===== config.mk =====
export PLATFORM = sky130hd
export DESIGN_NAME = csr_exec_pipe_flat
export DESIGN_NICKNAME = d
export VERILOG_FILES = /design/src/rtl/csr_exec_pipe_if.sv /design/src/rtl/csr_exec_pipe.sv /design/src/flat_wrapper.sv
export SDC_FILE = /design/constraint.sdc
export NUM_CORES = 1
export LEC_CHECK = 0
export ABC_AREA = 1
export CAP_MARGIN = 15
export CORE_AREA = 2 2 124 126
export DETAILED_ROUTE_END_ITERATION = 8
export DIE_AREA = 0 0 126 128
export HOLD_SLACK_MARGIN = 0.06
export PLACE_DENSITY = 0.81
export SLEW_MARGIN = 20
export SYNTH_ARGS = -nofsm -noshare
export SYNTH_HDL_FRONTEND = slang
export SYNTH_SLANG_ARGS = --single-unit

===== constraint.sdc =====
create_clock -name clk -period 2.2 [get_ports clk]
set_input_delay 0.44 -clock clk [delete_from_list [all_inputs] [get_ports clk]]
set_output_delay 0.44 -clock clk [all_outputs]
set_load 0.01 [all_outputs]

===== src/rtl/csr_exec_pipe_if.sv =====
// ---------------------------------------------------------------------------
// csr_exec_pipe_if
// Bundles the decode-side CSR instruction fields, the CSR register file
// read/write ports and the EX-stage results of csr_exec_pipe.
//   master : decode stage + CSR register file (drives instruction fields and
//            csr_rdata, consumes read address, rd value and write port)
//   slave  : csr_exec_pipe
// ---------------------------------------------------------------------------
interface csr_exec_pipe_if;
  logic        id_csr_valid;
  logic [1:0]  id_csr_op;
  logic        id_csr_imm;
  logic [11:0] id_csr_addr;
  logic [4:0]  id_rs1_idx;
  logic [31:0] id_rs1_data;
  logic [31:0] csr_rdata;
  logic [11:0] csr_raddr;
  logic [31:0] ex_rd_value;
  logic        ex_valid;
  logic        MEM_WB_CSR_write;
  logic [11:0] MEM_WB_CSR_addr;
  logic [31:0] WB_CSR_res;
  logic        illegal;

  modport master (
    output id_csr_valid, id_csr_op, id_csr_imm, id_csr_addr,
    output id_rs1_idx, id_rs1_data, csr_rdata,
    input  csr_raddr, ex_rd_value, ex_valid,
    input  MEM_WB_CSR_write, MEM_WB_CSR_addr, WB_CSR_res, illegal
  );

  modport slave (
    input  id_csr_valid, id_csr_op, id_csr_imm, id_csr_addr,
    input  id_rs1_idx, id_rs1_data, csr_rdata,
    output csr_raddr, ex_rd_value, ex_valid,
    output MEM_WB_CSR_write, MEM_WB_CSR_addr, WB_CSR_res, illegal
  );
endinterface


===== src/rtl/csr_exec_pipe.sv =====
// ---------------------------------------------------------------------------
// csr_exec_pipe
// Pipelined CSRRW/CSRRS/CSRRC execute and write-back unit feeding the CSR
// register file. Reads the old CSR value in EX (with forwarding from the
// EX/MEM and MEM/WB stages), returns it for rd, computes the new value and
// carries the write through EX/MEM and MEM/WB to the file's write port.
// Ports:
//   clk, rst : core clock, synchronous active-high reset
//   stall    : hold ID/EX and EX/MEM, bubble into MEM/WB
//   flush    : bubble into ID/EX
//   bus      : decode fields, CSR file read/write port, EX results
// Parameter:
//   RO_CHECK : suppress and flag writes to addr[11:10]==2'b11
// ---------------------------------------------------------------------------
module csr_exec_pipe #(
  parameter bit RO_CHECK = 1'b1
) (
  input  logic           clk,
  input  logic           rst,
  input  logic           stall,
  input  logic           flush,
  csr_exec_pipe_if.slave bus
);

  localparam logic [1:0] OP_RW = 2'b01;
  localparam logic [1:0] OP_RS = 2'b10;
  localparam logic [1:0] OP_RC = 2'b11;

  function automatic logic [31:0] f_csr_new(input logic [1:0]  op,
                                            input logic [31:0] old,
                                            input logic [31:0] src);
    case (op)
      OP_RW:   f_csr_new = src;
      OP_RS:   f_csr_new = old | src;
      OP_RC:   f_csr_new = old & ~src;
      default: f_csr_new = old;
    endcase
  endfunction

  // ID/EX
  logic        r_vld_p0;
  logic [1:0]  r_op_p0;
  logic [11:0] r_addr_p0;
  logic [31:0] r_src_p0;
  logic        r_wri_p0;
  logic        r_ill_seen_p0;
  // EX/MEM
  logic        r_vld_p1;
  logic        r_we_p1;
  logic [11:0] r_addr_p1;
  logic [31:0] r_new_p1;
  // MEM/WB
  logic        r_we_p2;
  logic [11:0] r_addr_p2;
  logic [31:0] r_new_p2;

  logic        w_id_vld;
  logic [31:0] w_id_src;
  logic        w_id_wri;
  logic        w_ro_addr;
  logic [31:0] w_old;
  logic [31:0] w_new;
  logic        w_we_ex;
  logic        w_ill_ex;

  // ---- decode side: operand select and write intent ----
  assign w_id_vld = bus.id_csr_valid & (bus.id_csr_op != 2'b00);
  assign w_id_src = bus.id_csr_imm ? {27'b0, bus.id_rs1_idx} : bus.id_rs1_data;
  // RS/RC only write when the source operand field is nonzero; for both the
  // register and immediate forms that field is rs1_idx.
  assign w_id_wri = (bus.id_csr_op == OP_RW) | (bus.id_rs1_idx != 5'd0);

  // ---- EX: old value with forwarding, new value, write enable ----
  assign w_ro_addr = RO_CHECK && (r_addr_p0[11:10] == 2'b11);

  always_comb begin
    w_old = bus.csr_rdata;
    if (r_vld_p1 && r_we_p1 && (r_addr_p1 == r_addr_p0))
      w_old = r_new_p1;
    else if (r_we_p2 && (r_addr_p2 == r_addr_p0))
      w_old = r_new_p2;
  end

  assign w_new    = f_csr_new(r_op_p0, w_old, r_src_p0);
  assign w_we_ex  = r_vld_p0 & r_wri_p0 & ~w_ro_addr;
  assign w_ill_ex = r_vld_p0 & r_wri_p0 & w_ro_addr;

  always_ff @(posedge clk) begin
    if (rst) begin
      r_vld_p0      <= 1'b0;
      r_op_p0       <= 2'b00;
      r_addr_p0     <= 12'd0;
      r_src_p0      <= 32'd0;
      r_wri_p0      <= 1'b0;
      r_ill_seen_p0 <= 1'b0;
      r_vld_p1      <= 1'b0;
      r_we_p1       <= 1'b0;
      r_addr_p1     <= 12'd0;
      r_new_p1      <= 32'd0;
      r_we_p2       <= 1'b0;
      r_addr_p2     <= 12'd0;
      r_new_p2      <= 32'd0;
    end else begin
      // ---- ID -> ID/EX ----
      if (!stall) begin
        r_vld_p0  <= w_id_vld;
        r_op_p0   <= bus.id_csr_op;
        r_addr_p0 <= bus.id_csr_addr;
        r_src_p0  <= w_id_src;
        r_wri_p0  <= w_id_wri;
      end
      if (flush)
        r_vld_p0 <= 1'b0;

      // Remembers that the held EX instruction already raised illegal, so a
      // stall does not stretch the pulse. Cleared whenever ID/EX reloads.
      if (flush || !stall)
        r_ill_seen_p0 <= 1'b0;
      else if (w_ill_ex)
        r_ill_seen_p0 <= 1'b1;

      // ---- EX -> EX/MEM ----
      if (!stall) begin
        r_vld_p1  <= r_vld_p0;
        r_we_p1   <= w_we_ex;
        r_addr_p1 <= r_addr_p0;
        r_new_p1  <= w_new;
      end

      // ---- EX/MEM -> MEM/WB ----
      if (stall) begin
        r_we_p2 <= 1'b0;
      end else begin
        r_we_p2   <= r_we_p1;
        r_addr_p2 <= r_addr_p1;
        r_new_p2  <= r_new_p1;
      end
    end
  end

  assign bus.csr_raddr        = r_addr_p0;
  assign bus.ex_rd_value      = w_old;
  assign bus.ex_valid         = r_vld_p0;
  assign bus.illegal          = w_ill_ex & ~r_ill_seen_p0;
  assign bus.MEM_WB_CSR_write = r_we_p2;
  assign bus.MEM_WB_CSR_addr  = r_addr_p2;
  assign bus.WB_CSR_res       = r_new_p2;

endmodule


===== src/flat_wrapper.sv =====
// flat-port wrapper written by rule: the top's interface ports become plain ports
module csr_exec_pipe_flat 
#(
  parameter bit RO_CHECK = 1'b1
)
  (clk, rst, stall, flush, bus_id_csr_valid, bus_id_csr_op, bus_id_csr_imm, bus_id_csr_addr, bus_id_rs1_idx, bus_id_rs1_data, bus_csr_rdata, bus_csr_raddr, bus_ex_rd_value, bus_ex_valid, bus_MEM_WB_CSR_write, bus_MEM_WB_CSR_addr, bus_WB_CSR_res, bus_illegal);
  csr_exec_pipe_if bus_i ();
  input  logic clk;
  input  logic rst;
  input  logic stall;
  input  logic flush;
  input wire logic [$bits(bus_i.id_csr_valid)-1:0] bus_id_csr_valid;
  input wire logic [$bits(bus_i.id_csr_op)-1:0] bus_id_csr_op;
  input wire logic [$bits(bus_i.id_csr_imm)-1:0] bus_id_csr_imm;
  input wire logic [$bits(bus_i.id_csr_addr)-1:0] bus_id_csr_addr;
  input wire logic [$bits(bus_i.id_rs1_idx)-1:0] bus_id_rs1_idx;
  input wire logic [$bits(bus_i.id_rs1_data)-1:0] bus_id_rs1_data;
  input wire logic [$bits(bus_i.csr_rdata)-1:0] bus_csr_rdata;
  output wire logic [$bits(bus_i.csr_raddr)-1:0] bus_csr_raddr;
  output wire logic [$bits(bus_i.ex_rd_value)-1:0] bus_ex_rd_value;
  output wire logic [$bits(bus_i.ex_valid)-1:0] bus_ex_valid;
  output wire logic [$bits(bus_i.MEM_WB_CSR_write)-1:0] bus_MEM_WB_CSR_write;
  output wire logic [$bits(bus_i.MEM_WB_CSR_addr)-1:0] bus_MEM_WB_CSR_addr;
  output wire logic [$bits(bus_i.WB_CSR_res)-1:0] bus_WB_CSR_res;
  output wire logic [$bits(bus_i.illegal)-1:0] bus_illegal;
  assign bus_i.id_csr_valid = bus_id_csr_valid;
  assign bus_i.id_csr_op = bus_id_csr_op;
  assign bus_i.id_csr_imm = bus_id_csr_imm;
  assign bus_i.id_csr_addr = bus_id_csr_addr;
  assign bus_i.id_rs1_idx = bus_id_rs1_idx;
  assign bus_i.id_rs1_data = bus_id_rs1_data;
  assign bus_i.csr_rdata = bus_csr_rdata;
  assign bus_csr_raddr = bus_i.csr_raddr;
  assign bus_ex_rd_value = bus_i.ex_rd_value;
  assign bus_ex_valid = bus_i.ex_valid;
  assign bus_MEM_WB_CSR_write = bus_i.MEM_WB_CSR_write;
  assign bus_MEM_WB_CSR_addr = bus_i.MEM_WB_CSR_addr;
  assign bus_WB_CSR_res = bus_i.WB_CSR_res;
  assign bus_illegal = bus_i.illegal;
  csr_exec_pipe #(.RO_CHECK(RO_CHECK)) u_core (.clk(clk), .rst(rst), .stall(stall), .flush(flush), .bus(bus_i));
endmodule

==> reports/metrics.yaml <==
run_status:
  status: "finished, violations left"
  violations: "setup timing"
floorplan:
  io_pins: 180
  num_rows: 45
  core_area_um2: 14900
  die_x_um: 126
  die_y_um: 128
  die_area_um2: 16100
  start_util_pct: 48.9
global_routing:
  grt_use_met1_pct: 37.8
  grt_pass1_vias: 8328
  grt_max_degree: 99
  grt_usage_pct: 32.7
  grt_pass1_wl_um: 42300
  top_usage_layer: "met2"
  grt.overflow.total: 0
  grt_antenna_before_repair: 0
  grt_use_met3_pct: 8.56
  gr-usage-met2_pct: 54.0
place:
  placed_area_um2: 10000
  port_buffers: 179
  gp_congestion: 0.892
  dp_slack_ns: -0.341
  hpwl_um: 14700
detailed_routing:
  first_pass_iters: 6
  route.vias.total: 8853
  wl_per_cell_um: 19.2
  drt_iter0_drc: 1161
  wl_um: 29000
  via_per_inst: 5.85
  drc: 0
  detail-route-antenna-nets: 0
yosys:
  ys_seq_elements: 140
  postSynthAreaPerCell_um2: 7.19
  synth_area_um2: 7260
  ys_seq_area_share_pct: 38.6
  synthesis.nets: 1100
  yosysUniqueCellTypes: 36
  postSynthCellCount: 1011
  postSynth.asyncResetShare_pct: 0
  ys.flop_type: "dfxtp_1"
  synth_edf_count: 0
  yosys_warnings: 0
sta:
  period_minus_slack_ns: 2.62
  slew_viol_final: 0
  timing.slew.headroom_pct: 22.7
  hold_viol: 0
  setup_violations: 32
  tightest_slew_ns: 1.16
  rsz0062_at_grt: "yes"
  timing.fmax_mhz: 381
  fin_ws_ns: -0.422
  fin_skew_ns: 0.00916
  fin_crit_sh_pct: 119
critical_path:
  worstReg2RegStart: "u_core.bus.csr_raddr[8]"
  rrSetupSlack_ns: 0.11
  reg2reg_to: "u_core.r_new_p1[1]"
  required_ns: 1.76
  crit_path_start_kind: "flop"
  crit_fanout: 16
  cp-end-kind: "output pin"
  ff2ff_path_depth: 15
  arrival_ns: 2.18
  crit_type: "reg2out"
clock_tree:
  htreeDepth: 4
  cts_made_buffers: 17
  path_clk_slew_ns: 0.06
  cts.path.max_buffers: 2
  root_buffer: "clkbuf_16"
  cts.sinks: 140
  cts_tree: "done"
  clkLatencyLatePin_ns: 0.42
power_and_ir_drop:
  max-vdd-ir-drop_mv: 0.536
  p_leak_nw: 5.07
  p_per_area_nw_per_um2: 617
flow_run:
  max_cap_violations: 0
layout:
  final_nets: 1402
  final.fill_count: 882
  drive_above_1_share_pct: 34.7
  final_design_area_no_fill_um2: 11800
  multi_input_area_um2: 4150
  register_area_um2: 2850
  n_antenna_cell: 0
  areaGrowthSynthToFinish_pct: 62.6
hold_path:
  hp-class: "reg2reg"
  hp-start: "u_core.r_ill_seen_p0"
  whs_path_depth: 2
  whs_endpoint: "u_core.r_ill_seen_p0"
## synthesized netlist by cell type, types with 2 or more instances
cell type	number	share of area (%)
a211oi_1	2	0.21
a21oi_1	120	8.3
a21oi_2	14	1.7
and2_1	32	2.8
buf_1	5	0.26
buf_12	2	0.55
buf_2	6	0.41
buf_4	4	0.41
buf_6	7	1.1
clkbuf_1	48	2.5
dfxtp_1	140	39
inv_1	96	5.0
inv_2	6	0.31
nand2_1	196	10
nand2_2	8	0.69
nand3_1	69	4.8
nand3_2	62	8.5
nor2_1	23	1.2
o211ai_1	2	0.21
o21ai_0	149	10
o21ai_1	2	0.14
or2_2	3	0.26
xnor2_1	2	0.24
## where the power goes
group          switching, mW  internal (mW)
sequential             0.141           2.70
clock                   1.07           1.81
combinational          0.786          0.783
## metrics by stage
step / setup TNS [ns] / total power [mW] / hold slack [ns] / utilization, % / std cells
5_1_grt: -14.26 / 7.52 / 0.466 / 79.5 / 1514
3_5_place_dp: -9.99 / 4.16 / 0.443 / 67.3 / 1433
3_3_place_gp: -9.86 / 4.13 / 0.434 / 67.3 / 1433
6_report: -12.13 / 7.29 / 0.452 / 79.5 / 1514
4_1_cts: -12.41 / 7.11 / 0.451 / 76.8 / 1509
2_1_floorplan: 0 / 3.49 / 0.426 / - / 1011
## cell usage in the layout, fill, tap and decap left out, types with 3 or more instances in the layout
cell type        instances
buf_4                  136
inv_2                   12
buf_16                  10
and2_4                  27
o21ai_1                  4
a21oi_2                 15
nand2_2                 27
dfxtp_4                  6
inv_4                    4
nor2_2                   7
clkbuf_8                 5
and2_1                   5
nand3_2                 65
nor2_1                  16
clkbuf_1                 3
buf_12                  15
clkbuf_16               18
o21ai_0                147
or2_2                    3
nand2_4                 23
a21oi_1                119
clkinv_2                 5
dfxtp_2                 16
buf_6                   39
clkdlybuf4s50_1        146
nand2_1                154
buf_2                    7
nand3_1                 56
inv_1                   86
nand3_4                 10
dfxtp_1                118
## registers in the layout (all words and copies together), names as in the netlist
register / flops
u_core.r_we_p1: 1
u_core.r_src_p0: 32
u_core.r_vld_p1: 1
u_core.bus.WB_CSR_res: 32
u_core.r_wri_p0: 1
u_core.r_op_p0: 2
u_core.r_addr_p1: 12
u_core.bus.csr_raddr: 12
u_core.bus.MEM_WB_CSR_addr: 12
u_core.r_new_p1: 32
u_core.r_ill_seen_p0: 1
u_core.bus.MEM_WB_CSR_write: 1
u_core.bus.ex_valid: 1
## critical path, stage by stage (launching register included)
cell and delay [ns]:
dfxtp_4 0.36, buf_6 0.11, nand2_1 0.05, o21ai_1 0.06
nor2_1 0.15, nand2_1 0.08, nor2_2 0.15, nand2_4 0.09
inv_6 0.10, buf_12 0.17, nand2_1 0.13, and2_4 0.19
buf_6 0.11
## how the worst max path moves through the flow
stage	from	to	slack, ns	depth (start not counted)
finish	u_core.bus.csr_raddr[7]	bus_ex_rd_value[21]	-0.42	12
global route	u_core.bus.csr_raddr[4]	bus_ex_rd_value[21]	-0.49	13
global placement	u_core.bus.csr_raddr[4]	bus_ex_rd_value[15]	-0.35	11
floorplan	u_core.bus.csr_raddr[11]	bus_ex_rd_value[19]	0.27	11
detailed placement	u_core.bus.csr_raddr[8]	bus_ex_rd_value[15]	-0.34	10
CTS	u_core.bus.MEM_WB_CSR_addr[6]	bus_ex_rd_value[24]	-0.39	13
## repair_timing
item                       4_1_cts  5_1_grt
buffers inserted                34       13
setup endpoints to repair       32       34
hold buffers                     0        0
hold endpoints to repair         0        0
pin swaps                       15       30
gates cloned                    10        1
resized for setup              261       96
## logic make-up after synthesis
family                    count (synthesis)  share of synthesized area [%]
and+or+nand+nor                         401                           29.3
AOI/OAI and AO/OA                       291                           21.0
buffers and inverters                   176                           10.7
DFF                                     140                           38.6
xor gates and xnor gates                  2                          0.241
muxes                                     1                          0.138
## layout make-up
type,count,area share [%]
clock buffers,25,4.28
multi-input cells,695,35.2
inverters,103,3.40
flip-flops and latches,140,24.1
repair buffers,356,30.4
clock inverters,7,0.720
well taps,188,1.99
## metal layers
metal  wire length [µm]  vias up  part of all wire, %
met5                  0        -                    0
met4               1730        0                  6.0
met3               2810      162                  9.7
met2              13900      614                   48
met1              10600     4129                   36
li1                   -     3948                    -
(Power assumes the default switching activity.)
